===== src/rtl/sprite_pkg.sv =====
// rtl/sprite_pkg.sv - shared state encoding and default geometry for the sprite line renderer
package sprite_pkg;

    typedef enum logic [2:0] {
        IDLE,
        WAIT_LOAD,
        FETCH,
        WAIT_HSTART,
        DRAW
    } state_t;

    localparam int DEF_W = 16;
    localparam int DEF_H = 16;

endpackage


===== src/rtl/sprite_line_renderer_if.sv =====
// rtl/sprite_line_renderer_if.sv - timing/ROM/pixel signal bundle between sync logic and one sprite renderer
interface sprite_line_renderer_if
    import sprite_pkg::*;
#(
    parameter int W  = DEF_W,
    parameter int H  = DEF_H,
    parameter int AW = $clog2(H)
);

    logic          vstart;
    logic          load;
    logic          hstart;
    logic          hflip;
    logic          vflip;
    logic          scale2;
    logic [AW-1:0] rom_addr;
    logic [W-1:0]  rom_bits;
    logic          gfx;
    logic          in_progress;
    logic          done;

    modport master (
        output vstart, load, hstart, hflip, vflip, scale2, rom_bits,
        input  rom_addr, gfx, in_progress, done
    );

    modport slave (
        input  vstart, load, hstart, hflip, vflip, scale2, rom_bits,
        output rom_addr, gfx, in_progress, done
    );

endinterface


===== src/rtl/sprite_line_renderer.sv =====
// rtl/sprite_line_renderer.sv - 1-bpp W x H scanline sprite engine with flips; SPRITE_SCALE_EN adds 2x scaling
module sprite_line_renderer
    import sprite_pkg::*;
#(
    parameter int W  = DEF_W,
    parameter int H  = DEF_H,
    parameter int AW = $clog2(H)
) (
    input  logic                    clk,
    input  logic                    reset_n,
    sprite_line_renderer_if.slave   bus
);

    localparam int PW = $clog2(W);
`ifdef SPRITE_SCALE_EN
    localparam int XW = PW + 2;
`else
    localparam int XW = PW + 1;
`endif

    state_t        state_q, state_d;
    logic [AW-1:0] row_q;
    logic [XW-1:0] x_q;
    logic [W-1:0]  line_q;
    logic          hflip_q, vflip_q;
    logic          scale_q, sub_q;
    logic [AW-1:0] rom_addr_q;
    logic          gfx_q, done_q;

    logic [XW-1:0] x_last;
    logic [PW-1:0] px, pix_idx;
    logic          x_end, frame_end;

`ifdef SPRITE_SCALE_EN
    assign x_last = scale_q ? XW'(2 * W - 1) : XW'(W - 1);
`else
    logic unused_scale;
    assign unused_scale = bus.scale2;
    assign scale_q      = 1'b0;
    assign sub_q        = 1'b0;
    assign x_last       = XW'(W - 1);
`endif

    // Scaled rows repeat each pixel twice, so the pixel index drops the x LSB.
    assign px        = scale_q ? x_q[PW:1] : x_q[PW-1:0];
    assign pix_idx   = hflip_q ? ~px : px;
    assign x_end     = (x_q == x_last);
    assign frame_end = (row_q == AW'(H - 1)) && (!scale_q || sub_q);

    always_comb begin
        state_d = state_q;
        unique case (state_q)
            IDLE:        if (bus.vstart) state_d = WAIT_LOAD;
            WAIT_LOAD:   if (bus.load)   state_d = FETCH;
            FETCH:                       state_d = WAIT_HSTART;
            WAIT_HSTART: if (bus.hstart) state_d = DRAW;
            DRAW:        if (x_end)      state_d = frame_end ? IDLE : WAIT_LOAD;
            default:                     state_d = IDLE;
        endcase
    end

    always_ff @(posedge clk or negedge reset_n) begin
        if (!reset_n) begin
            state_q <= IDLE;
        end else begin
            state_q <= state_d;
        end
    end

    always_ff @(posedge clk or negedge reset_n) begin
        if (!reset_n) begin
            row_q      <= '0;
            x_q        <= '0;
            line_q     <= '0;
            hflip_q    <= 1'b0;
            vflip_q    <= 1'b0;
            rom_addr_q <= '0;
            gfx_q      <= 1'b0;
            done_q     <= 1'b0;
        end else begin
            gfx_q  <= (state_q == DRAW) ? line_q[pix_idx] : 1'b0;
            done_q <= (state_q == DRAW) && x_end && frame_end;
            unique case (state_q)
                IDLE: begin
                    row_q <= '0;
                    if (bus.vstart) begin
                        hflip_q <= bus.hflip;
                        vflip_q <= bus.vflip;
                    end
                end
                WAIT_LOAD: begin
                    x_q <= '0;
                    if (bus.load) rom_addr_q <= vflip_q ? ~row_q : row_q;
                end
                FETCH: line_q <= bus.rom_bits;
                DRAW: begin
                    x_q <= x_q + XW'(1);
                    if (x_end) begin
                        x_q <= '0;
                        if (frame_end)                row_q <= '0;
                        else if (!scale_q || sub_q)   row_q <= row_q + AW'(1);
                    end
                end
                default: ;
            endcase
        end
    end

`ifdef SPRITE_SCALE_EN
    always_ff @(posedge clk or negedge reset_n) begin
        if (!reset_n) begin
            scale_q <= 1'b0;
            sub_q   <= 1'b0;
        end else if (state_q == IDLE) begin
            sub_q <= 1'b0;
            if (bus.vstart) scale_q <= bus.scale2;
        end else if (state_q == DRAW && x_end) begin
            sub_q <= scale_q && !sub_q;
        end
    end
`endif

    assign bus.rom_addr    = rom_addr_q;
    assign bus.gfx         = gfx_q;
    assign bus.done        = done_q;
    assign bus.in_progress = (state_q != IDLE);

endmodule


===== src/flat_wrapper.sv =====
// flat-port wrapper written by rule: the top's interface ports become plain ports
module sprite_line_renderer_flat import sprite_pkg::*;
#(
    parameter int W  = DEF_W,
    parameter int H  = DEF_H,
    parameter int AW = $clog2(H)
)
  (clk, reset_n, bus_vstart, bus_load, bus_hstart, bus_hflip, bus_vflip, bus_scale2, bus_rom_bits, bus_rom_addr, bus_gfx, bus_in_progress, bus_done);
  sprite_line_renderer_if #(.W(W), .H(H), .AW(AW)) bus_i ();
  input  logic clk;
  input  logic reset_n;
  input wire logic [$bits(bus_i.vstart)-1:0] bus_vstart;
  input wire logic [$bits(bus_i.load)-1:0] bus_load;
  input wire logic [$bits(bus_i.hstart)-1:0] bus_hstart;
  input wire logic [$bits(bus_i.hflip)-1:0] bus_hflip;
  input wire logic [$bits(bus_i.vflip)-1:0] bus_vflip;
  input wire logic [$bits(bus_i.scale2)-1:0] bus_scale2;
  input wire logic [$bits(bus_i.rom_bits)-1:0] bus_rom_bits;
  output wire logic [$bits(bus_i.rom_addr)-1:0] bus_rom_addr;
  output wire logic [$bits(bus_i.gfx)-1:0] bus_gfx;
  output wire logic [$bits(bus_i.in_progress)-1:0] bus_in_progress;
  output wire logic [$bits(bus_i.done)-1:0] bus_done;
  assign bus_i.vstart = bus_vstart;
  assign bus_i.load = bus_load;
  assign bus_i.hstart = bus_hstart;
  assign bus_i.hflip = bus_hflip;
  assign bus_i.vflip = bus_vflip;
  assign bus_i.scale2 = bus_scale2;
  assign bus_i.rom_bits = bus_rom_bits;
  assign bus_rom_addr = bus_i.rom_addr;
  assign bus_gfx = bus_i.gfx;
  assign bus_in_progress = bus_i.in_progress;
  assign bus_done = bus_i.done;
  sprite_line_renderer #(.W(W), .H(H), .AW(AW)) u_core (.clk(clk), .reset_n(reset_n), .bus(bus_i));
endmodule

===== config.mk =====
export PLATFORM = sky130hd
export DESIGN_NAME = sprite_line_renderer_flat
export DESIGN_NICKNAME = d
export VERILOG_FILES = /design/src/rtl/sprite_pkg.sv /design/src/rtl/sprite_line_renderer_if.sv /design/src/rtl/sprite_line_renderer.sv /design/src/flat_wrapper.sv
export SDC_FILE = /design/constraint.sdc
export NUM_CORES = 1
export LEC_CHECK = 0
export CAP_MARGIN = 20
export CORE_ASPECT_RATIO = 0.7
export CORE_MARGIN = 2
export CORE_UTILIZATION = 40
export DETAILED_ROUTE_END_ITERATION = 10
export GPL_ROUTABILITY_DRIVEN = 0
export RECOVER_POWER = 25
export SLEW_MARGIN = 15
export SYNTH_ARGS = -nofsm -noshare
export SYNTH_HDL_FRONTEND = slang
export SYNTH_SLANG_ARGS = --single-unit

===== constraint.sdc =====
create_clock -name clk -period 2 [get_ports clk]
set_clock_uncertainty 0.15 [all_clocks]
set_input_delay 0.4 -clock clk [delete_from_list [all_inputs] [get_ports clk]]
set_output_delay 0.4 -clock clk [all_outputs]
set_load 0.005 [all_outputs]

Word level (Yosys, flattened, before mapping)

Index checks and enable logic that the tools add are counted.

Register bits: 36
Bits in latches: 0
Bits in writable memories: 0
Bits in read-only memories: 0
Bits of input ports: 24
Output and inout bits: 7
Logic and storage cells: 50
Memories: 0

Add/subtract/negate cells: 2
$mul: 0
Divide/modulo/power cells: 0
$lt $le $gt $ge: 1
Equal/unequal tests: 10
Shift operators: 0
Multiplexer cells: 16
Bitwise operators: 2
Reductions and logical operators: 10

Operator list:

| operator              | number |
|---|---|
| $mux W4               | 4 |
| $pmux W3 S5           | 1 |
| $mux W3               | 4 |
| $pmux W5 S2           | 1 |
| $not A4 Y4            | 2 |
| $pmux W4 S2           | 1 |
| $eq A3 B2 Y1 const B  | 2 |
| $ne A2 B2 Y1 const B  | 3 |
| $reduce_and A2 Y1     | 3 |
| $add A5 B1 Y5 const B | 1 |
| $eq A5 B4 Y1 const B  | 1 |
| $lt A4 B5 Y1 const B  | 1 |
| $mux W5               | 1 |
| $add A4 B1 Y4 const B | 1 |
| $bmux W1 S4           | 1 |
| $eq A4 B4 Y1 const B  | 1 |
| $reduce_and A4 Y1     | 1 |
| $reduce_bool A2 Y1    | 2 |
| $eq A3 B1 Y1 const B  | 1 |
| $eq A3 B3 Y1 const B  | 1 |
| $logic_not A3 Y1      | 1 |
| $mux W1               | 3 |
| $reduce_bool A3 Y1    | 1 |
| $logic_and A1 B1 Y1   | 2 |
| $ne A2 B1 Y1 const B  | 1 |

Logic depth before layout (Yosys ltp)

Gate-level depths: netlist (run 1).

Depth after elaboration: 5
Depth in mapped cells: 6
Mapped depth without buffers: 5

Least setup slack after synthesis (run 1)

OpenSTA, ideal clock, no wires.

Kind: reg-to-reg
Start point: register u_core.x_q[0]
End point: register u_core.gfx_q (netlist: u_core.bus.gfx)
Library setup time: 0.138 ns
Arrival: 1.438 ns
Data required time: 1.712 ns
Slack: 0.274 ns
Stages on the path, launching flop included: 6
Buffers on the path: 1
Clock period less this slack: 1.726 ns
Path through: dfrtp_1 > buf_6 > mux4_1 > mux2_2 > nor3_2 > a311oi_2

Cells in the longest elaborated chain, start to end: 5

RTL lines:

| element                           | line                       | source |
|---|---|---|
| from (decl)                       | sprite_line_renderer.sv:23 | `logic [XW-1:0] x_q;` |
| from (signal assigned)            | sprite_line_renderer.sv:97 | `x_q <= x_q + XW'(1);` |
| $not A4 Y4                        | sprite_line_renderer.sv:46 | `assign pix_idx = hflip_q ? ~px : px;` |
| $mux W4 (*)                       | sprite_line_renderer.sv:46 |  |
| $bmux W1 S4 (*)                   | sprite_line_renderer.sv:81 | `gfx_q <= (state_q == DRAW) ? line_q[pix_idx] : 1'b0;` |
| $mux W1 (not written as such) (*) | sprite_line_renderer.sv:81 |  |
| $mux W1 (*)                       | sprite_line_renderer.sv:81 |  |
| to (signal assigned)              | sprite_line_renderer.sv:81 |  |
| to (decl)                         | sprite_line_renderer.sv:28 | `logic gfx_q, done_q;` |

Mark *: on every way between the ends. The rest lies on a longest branch, timed or not. The select of a mux whose other input is x is not followed.
A chain may end at the register's enable or synchronous reset.

Worst setup path after layout (run 1)

Ends and elaborated chain as after synthesis.

==> run_results.csv, run 1 <==
group,metric,value,unit
routing,met3_length,185,µm
timing,min_period_over_period,0.947,
synth,ys_warn_count,0,
clocking,cts_sinks,36,
placement,portBuffers,29,
floorplanning,fp.dieW,88.3,µm
floorplanning,dieArea,5570,µm²
worst_setup_path,path_cells,"buf_4 -> mux2_2 -> o211a_1 -> o211ai_1 -> a311oi_2",
worst_setup_path,crit_slowest_cell,"dfrtp_2",
clocking,cts_root_buf,"clkbuf_8",
routing,routed_wl,4.34,mm
clocking,insertion_delay,290,ps
power,total_leakage_power,0.00100,µW
routing,met2_wirelength,1.89,mm
synth,synth_edf_count,0,
worst_setup_path,required,2020,ps
clocking,cts-buffers-inserted,5,
synth,ys_types,46,
clocking,path_clk_slew,80,ps
floorplanning,num_rows,21,
floorplanning,boundaryPins,31,
timing,rsz0062_at_grt,"no",
synth,synth-seq-cells,36,
routing,vias,1505,
job,maxCapViolCount,0,
routing,wl_per_cell,15.2,µm
timing,worst_slack,106,ps
timing,slew_headroom,0.398,
worst_setup_path,r2r_slack,110,ps
global_routing,grt-ovfl-total,0,
layout,drive_gt1_frac,0.241,
synth,netlist_instances,178,
global_routing,grt_pass1_wl,7.37,mm
routing,drtPass1Iterations,4,
timing,fin_tns_setup,0,ps
clocking,cts_tree,"yes",
clocking,ctsHoldBuffers,0,
layout,syn2layout_area_growth,26.3,%
timing,max_freq,528,MHz
synth,yosysTopAreaCell,"dfrtp_1",
worst_setup_path,path_buf_inv,1,
timing,post-route-min-period,1890,ps
min_path,hp-class,"reg -> reg",
placement,pre_cts_slack,15.4,ps
layout,diodes,0,
global_routing,grt_start_max_net_pins,37,
synth,ys_seq_area_frac,0.452,
global_routing,grt_usage,0.174,
synth,synth_area,1990,µm²
layout,regArea,902,µm²
synth,synth_area_leaders,"dfrtp_1 45%, mux2_2 12%, mux2i_1 3.5%, a21oi_1 3.3%, mux4_1 2.6%",
routing,met1_length,2.21,mm
synth,avgSynthCellArea,11.2,µm²
global_routing,antenna_found_initial,0,
worst_setup_path,endpoint_kind,"register",
timing,setup_viol,0,
routing,top_layer,"met4",
clocking,clock_path_buffers,2,
timing,drv_slew,0,
layout,nets,241,
timing,whs,382,ps
layout,multi_input_area,998,µm²
layout,fill_cells,442,
power,power.density,1440,nW/µm²
floorplanning,initial_core_util,0.417,
worst_setup_path,critPathMaxStageDelay,510,ps
synth,synth-main-ff-cell,"dfrtp_1",
routing,post_drt_via_cell_ratio,5.28,
placement,dpl.hpwl,3.09,mm
worst_setup_path,cp-start-kind,"register",
timing,tightest_slew,904,ps
floorplanning,die_h,63.0,µm
synth,synthArstFlopShare,1.00,
floorplanning,core,4780,µm²
timing,hold_viol,0,
routing,drc,0,
clocking,cts_max_level,2,
worst_setup_path,cpLargestDelayFamily,"compound AO/OA/AOI/OAI gates",
global_routing,grt_pass1_vias,1528,
worst_setup_path,cp_max_fo,11,
power,ir_drop,501,µV
outcome,outcome,"completed",
synth,syn_nets,204,
routing,ant_nets,0,
synth,synth_top_area_frac,0.452,
worst_setup_path,crit_arrival,1910,ps
worst_setup_path,path_class,"reg -> reg",
routing,dr.first_iter.drc_count,67,
## layout by cell type (no fill, tap or decap), types with 2 or more instances in the layout
cell type | synthesis | routed
dfrtp_1 | 36 | 35
clkdlybuf4s50_1 | 0 | 27
mux2_2 | 22 | 22
buf_4 | 1 | 15
a21oi_1 | 13 | 13
nand3_1 | 10 | 10
o21ai_0 | 8 | 8
mux2i_1 | 7 | 7
nor2_1 | 7 | 6
nand2_1 | 6 | 6
xnor2_1 | 5 | 5
clkbuf_8 | 0 | 5
o22ai_1 | 4 | 4
inv_1 | 3 | 3
a21o_1 | 3 | 3
nor4_1 | 3 | 3
o211ai_1 | 2 | 2
a211oi_1 | 2 | 2
mux4_2 | 2 | 2
nand2b_1 | 2 | 2
o21a_1 | 2 | 2
mux4_1 | 2 | 2
nand4_1 | 2 | 2
ha_1 | 2 | 2
## registers in the layout (all words and copies together), names as in the netlist
register and cells:
u_core.bus.done 1, u_core.bus.gfx 1, u_core.bus.rom_addr 4, u_core.hflip_q 1, u_core.line_q 16, u_core.row_q 4, u_core.state_q 3, u_core.vflip_q 1
u_core.x_q 5
## through the flow
stage	util	power [µW]	area [µm²]	std cells
2_1_floorplan	-	2460	1990	178
3_3_place_gp	0.502	2900	2400	276
3_5_place_dp	0.502	2980	2400	276
4_1_cts	0.526	3640	2520	285
5_1_grt	0.526	3890	2520	285
6_report	0.526	3610	2520	285
## final timing paths
path                              startpoint                end  depth (start not counted)
max                            u_core.x_q[0]     u_core.bus.gfx                          5
min                        u_core.line_q[13]  u_core.line_q[13]                          1
max reg2reg                    u_core.x_q[0]     u_core.bus.gfx                          5
min reg2reg                u_core.line_q[13]  u_core.line_q[13]                          1
max in group asynchronous            reset_n      u_core.x_q[0]                          2
min in group asynchronous            reset_n  u_core.line_q[13]                          2
## worst reg2reg max path: stages (launching register included)
cell and delay, ps:
dfrtp_2 510, buf_4 200, mux2_2 330, o211a_1 200, o211ai_1 250, a311oi_2 130
## where the power goes
group          switching [µW]  total, µW  internal [µW]  leakage (µW)
clock                     263        633            370     0.0000552
combinational             715       1690            978      0.000500
sequential                272       1290           1020      0.000445
## what timing repair did
action	CTS	global route
setup buffers	1	0
hold endpoints to repair	0	0
resized for setup	2	1
endpoints found under the setup margin	2	3
## cell families after synthesis
kind of cell	Yosys count	synth area share
AOI/OAI and AO/OA	42	0.137
DFF	36	0.452
adders and majority gates	2	0.0126
buffers and inverters	19	0.0477
and+or+nand+nor	40	0.116
xor gates and xnor gates	6	0.0264
muxes	33	0.209
## cell type report
cell class	count	area share
flip-flops and latches	36	0.359
clock buffers	6	0.0288
clock inverters	2	0.0139
inverters	4	0.00597
repair buffers	45	0.162
multi-input cells	123	0.397
well taps	69	0.0343
## Yosys cell counts, drive strengths merged, types with 4 or more instances
cell	instances
a21oi	13
buf	9
clkbuf	6
dfrtp	36
mux2	22
mux2i	7
mux4	4
nand2	6
nand3	10
nor2	7
o21ai	8
o22ai	4
xnor2	5
## routing by layer
metal,global-route usage,vias to the layer above
li1,-,733
met1,0.245,732
met2,0.255,35
met3,0.0423,5
met4,0.0720,0
met5,0,-
Power figures use the tool's default switching activity.
==> run 2, diff against run 1 <==
PLACE_DENSITY_LB_ADDON = 0.15   (was not set)
==> run 2 against run 1 <==
Die area is the same. Flip-flop and latch count is the same. Design area shrank 1.5%. Maximum frequency shrank 1.4%. Non-clock buffer count shrank 3. Sequential power is essentially flat. Clock power shrank 23%. Power shrank 4.9%. Largest power group unchanged.
==> run_results.csv, run 2 (same netlist as run 1, synthesis figures left out) <==
group,metric,value,unit
placement,dpl_cell_area,2400,µm²
floorplanning,die_h,63.0,µm
clocking,cts_root_buf,"clkbuf_8",
worst_setup_path,required,1450,ps
routing,drc,0,
floorplanning,num_rows,21,
timing,min_period_over_period,0.960,
clocking,path_clk_slew,70,ps
global_routing,grt-ovfl-total,0,
layout,utilization,0.518,
clocking,clock_path_buffers,2,
timing,fin_tns_setup,0,ps
routing,met3_length,148,µm
global_routing,grt_pass1_wl,7.27,mm
worst_setup_path,path_class,"reg -> out",
timing,post-route-min-period,1920,ps
power,power.density,1390,nW/µm²
layout,drive_gt1_frac,0.226,
timing,tightest_slew,910,ps
timing,rsz0062_at_grt,"no",
clocking,insertion_delay,290,ps
timing,hold_viol,0,
floorplanning,fp.dieW,88.3,µm
layout,largest_register_ff_count,16,
placement,dpl.hpwl,2.99,mm
placement,portBuffers,29,
layout,syn2layout_area_growth,24.4,%
global_routing,antenna_found_initial,0,
clocking,cts_max_level,2,
worst_setup_path,endpoint_kind,"primary output",
floorplanning,dieArea,5570,µm²
routing,vias,1496,
routing,met1_length,2.01,mm
floorplanning,initial_core_util,0.417,
worst_setup_path,critPathMaxStageDelay,420,ps
layout,mostFrequentLayoutCell,"dfrtp_1",
layout,design_area,2480,µm²
routing,drtPass1Iterations,4,
power,total_leakage_power,0.000977,µW
worst_setup_path,path_cells,"or3_4 -> dlygate4sd2_1",
layout,reg_top3,"u_core.line_q: 16 flops, u_core.x_q: 5 flops",
routing,top_layer,"met4",
power,report.power.total,3440,µW
routing,post_drt_via_cell_ratio,5.32,
timing,setup_viol,0,
floorplanning,core,4780,µm²
layout,diodes,0,
routing,ant_nets,0,
global_routing,grt_usage,0.170,
routing,dr.first_iter.drc_count,64,
worst_setup_path,cp_max_fo,5,
min_path,hp-class,"reg -> reg",
timing,max_freq,521,MHz
outcome,outcome,"completed",
clocking,cts_sinks,36,
routing,wl_per_cell,14.7,µm
global_routing,grt_start_max_net_pins,37,
job,maxCapViolCount,0,
timing,drv_slew,0,
worst_setup_path,crit_slowest_cell,"or3_4",
routing,met2_wirelength,1.94,mm
worst_setup_path,cp-start-kind,"register",
floorplanning,boundaryPins,31,
layout,max_flop_register,"u_core.line_q",
layout,nets,238,
timing,slew_headroom,0.394,
worst_setup_path,crit_arrival,1370,ps
routing,routed_wl,4.14,mm
clocking,cts-buffers-inserted,5,
power,ir_drop,567,µV
layout,layout_common_cells,"35 x dfrtp_1, 27 x clkdlybuf4s50_1, 22 x mux2_2, 13 x a21oi_1, 11 x buf_4",
clocking,ctsHoldBuffers,0,
global_routing,grt_pass1_vias,1574,
clocking,cts_tree,"yes",
[run 2: report_power, final]
group          switching (µW)  total, µW  leakage, µW  internal, µW
clock network             250        487    0.0000410           237
logic                     690       1650     0.000491           964
registers                 281       1300     0.000445          1020
total                    1220       3440     0.000977          2220
[run 2: worst paths after layout]
path	to	cells past startpoint	slack [ps]	startpoint
setup / recovery	bus_in_progress	2	80	u_core.state_q[2]
hold / removal	u_core.line_q[12]	1	380	u_core.line_q[12]
setup reg to reg	u_core.bus.gfx	6	110	u_core.x_q[0]
hold reg to reg	u_core.line_q[12]	1	380	u_core.line_q[12]
max in group asynchronous	u_core.x_q[0]	2	470	reset_n
min in group asynchronous	u_core.line_q[15]	2	620	reset_n
[run 2: final cells by class]
cell class	instances	area (µm²)
clock inverter	1	5.00
clock buffer	6	72.6
sequential	36	902
fill	435	2300
tap	69	86.3
inverter	4	15.0
timing repair buffer	42	397
multi-input combinational	123	1000
[run 2: metal layers]
metal / vias up / global-route usage
li1: 730 / -
met1: 731 / 0.222
met2: 30 / 0.276
met3: 5 / 0.0436
met4: 0 / 0.0473
met5: - / 0
[run 2: what timing repair did]
item                       CTS  global route
pin swaps                    0             0
gates cloned                 0             0
setup endpoints to repair    1             1
buffers inserted             0             0
resized for setup            2             1
[run 2: critical path: cells and delay by family (launching register included)]
family                 cells  cell delay [ps]
AND/OR/NAND/NOR            1              420
flip-flops                 1              380
buffers and inverters      1              280
[run 2: stage by stage]
stage,setup slack [ps],instances,hold slack [ps]
2_1_floorplan,274,178,-45.6
3_5_place_dp,74.6,274,364
4_1_cts,57.8,281,383
3_3_place_gp,77.8,274,329
6_report,79.7,281,377
5_1_grt,10.3,281,403
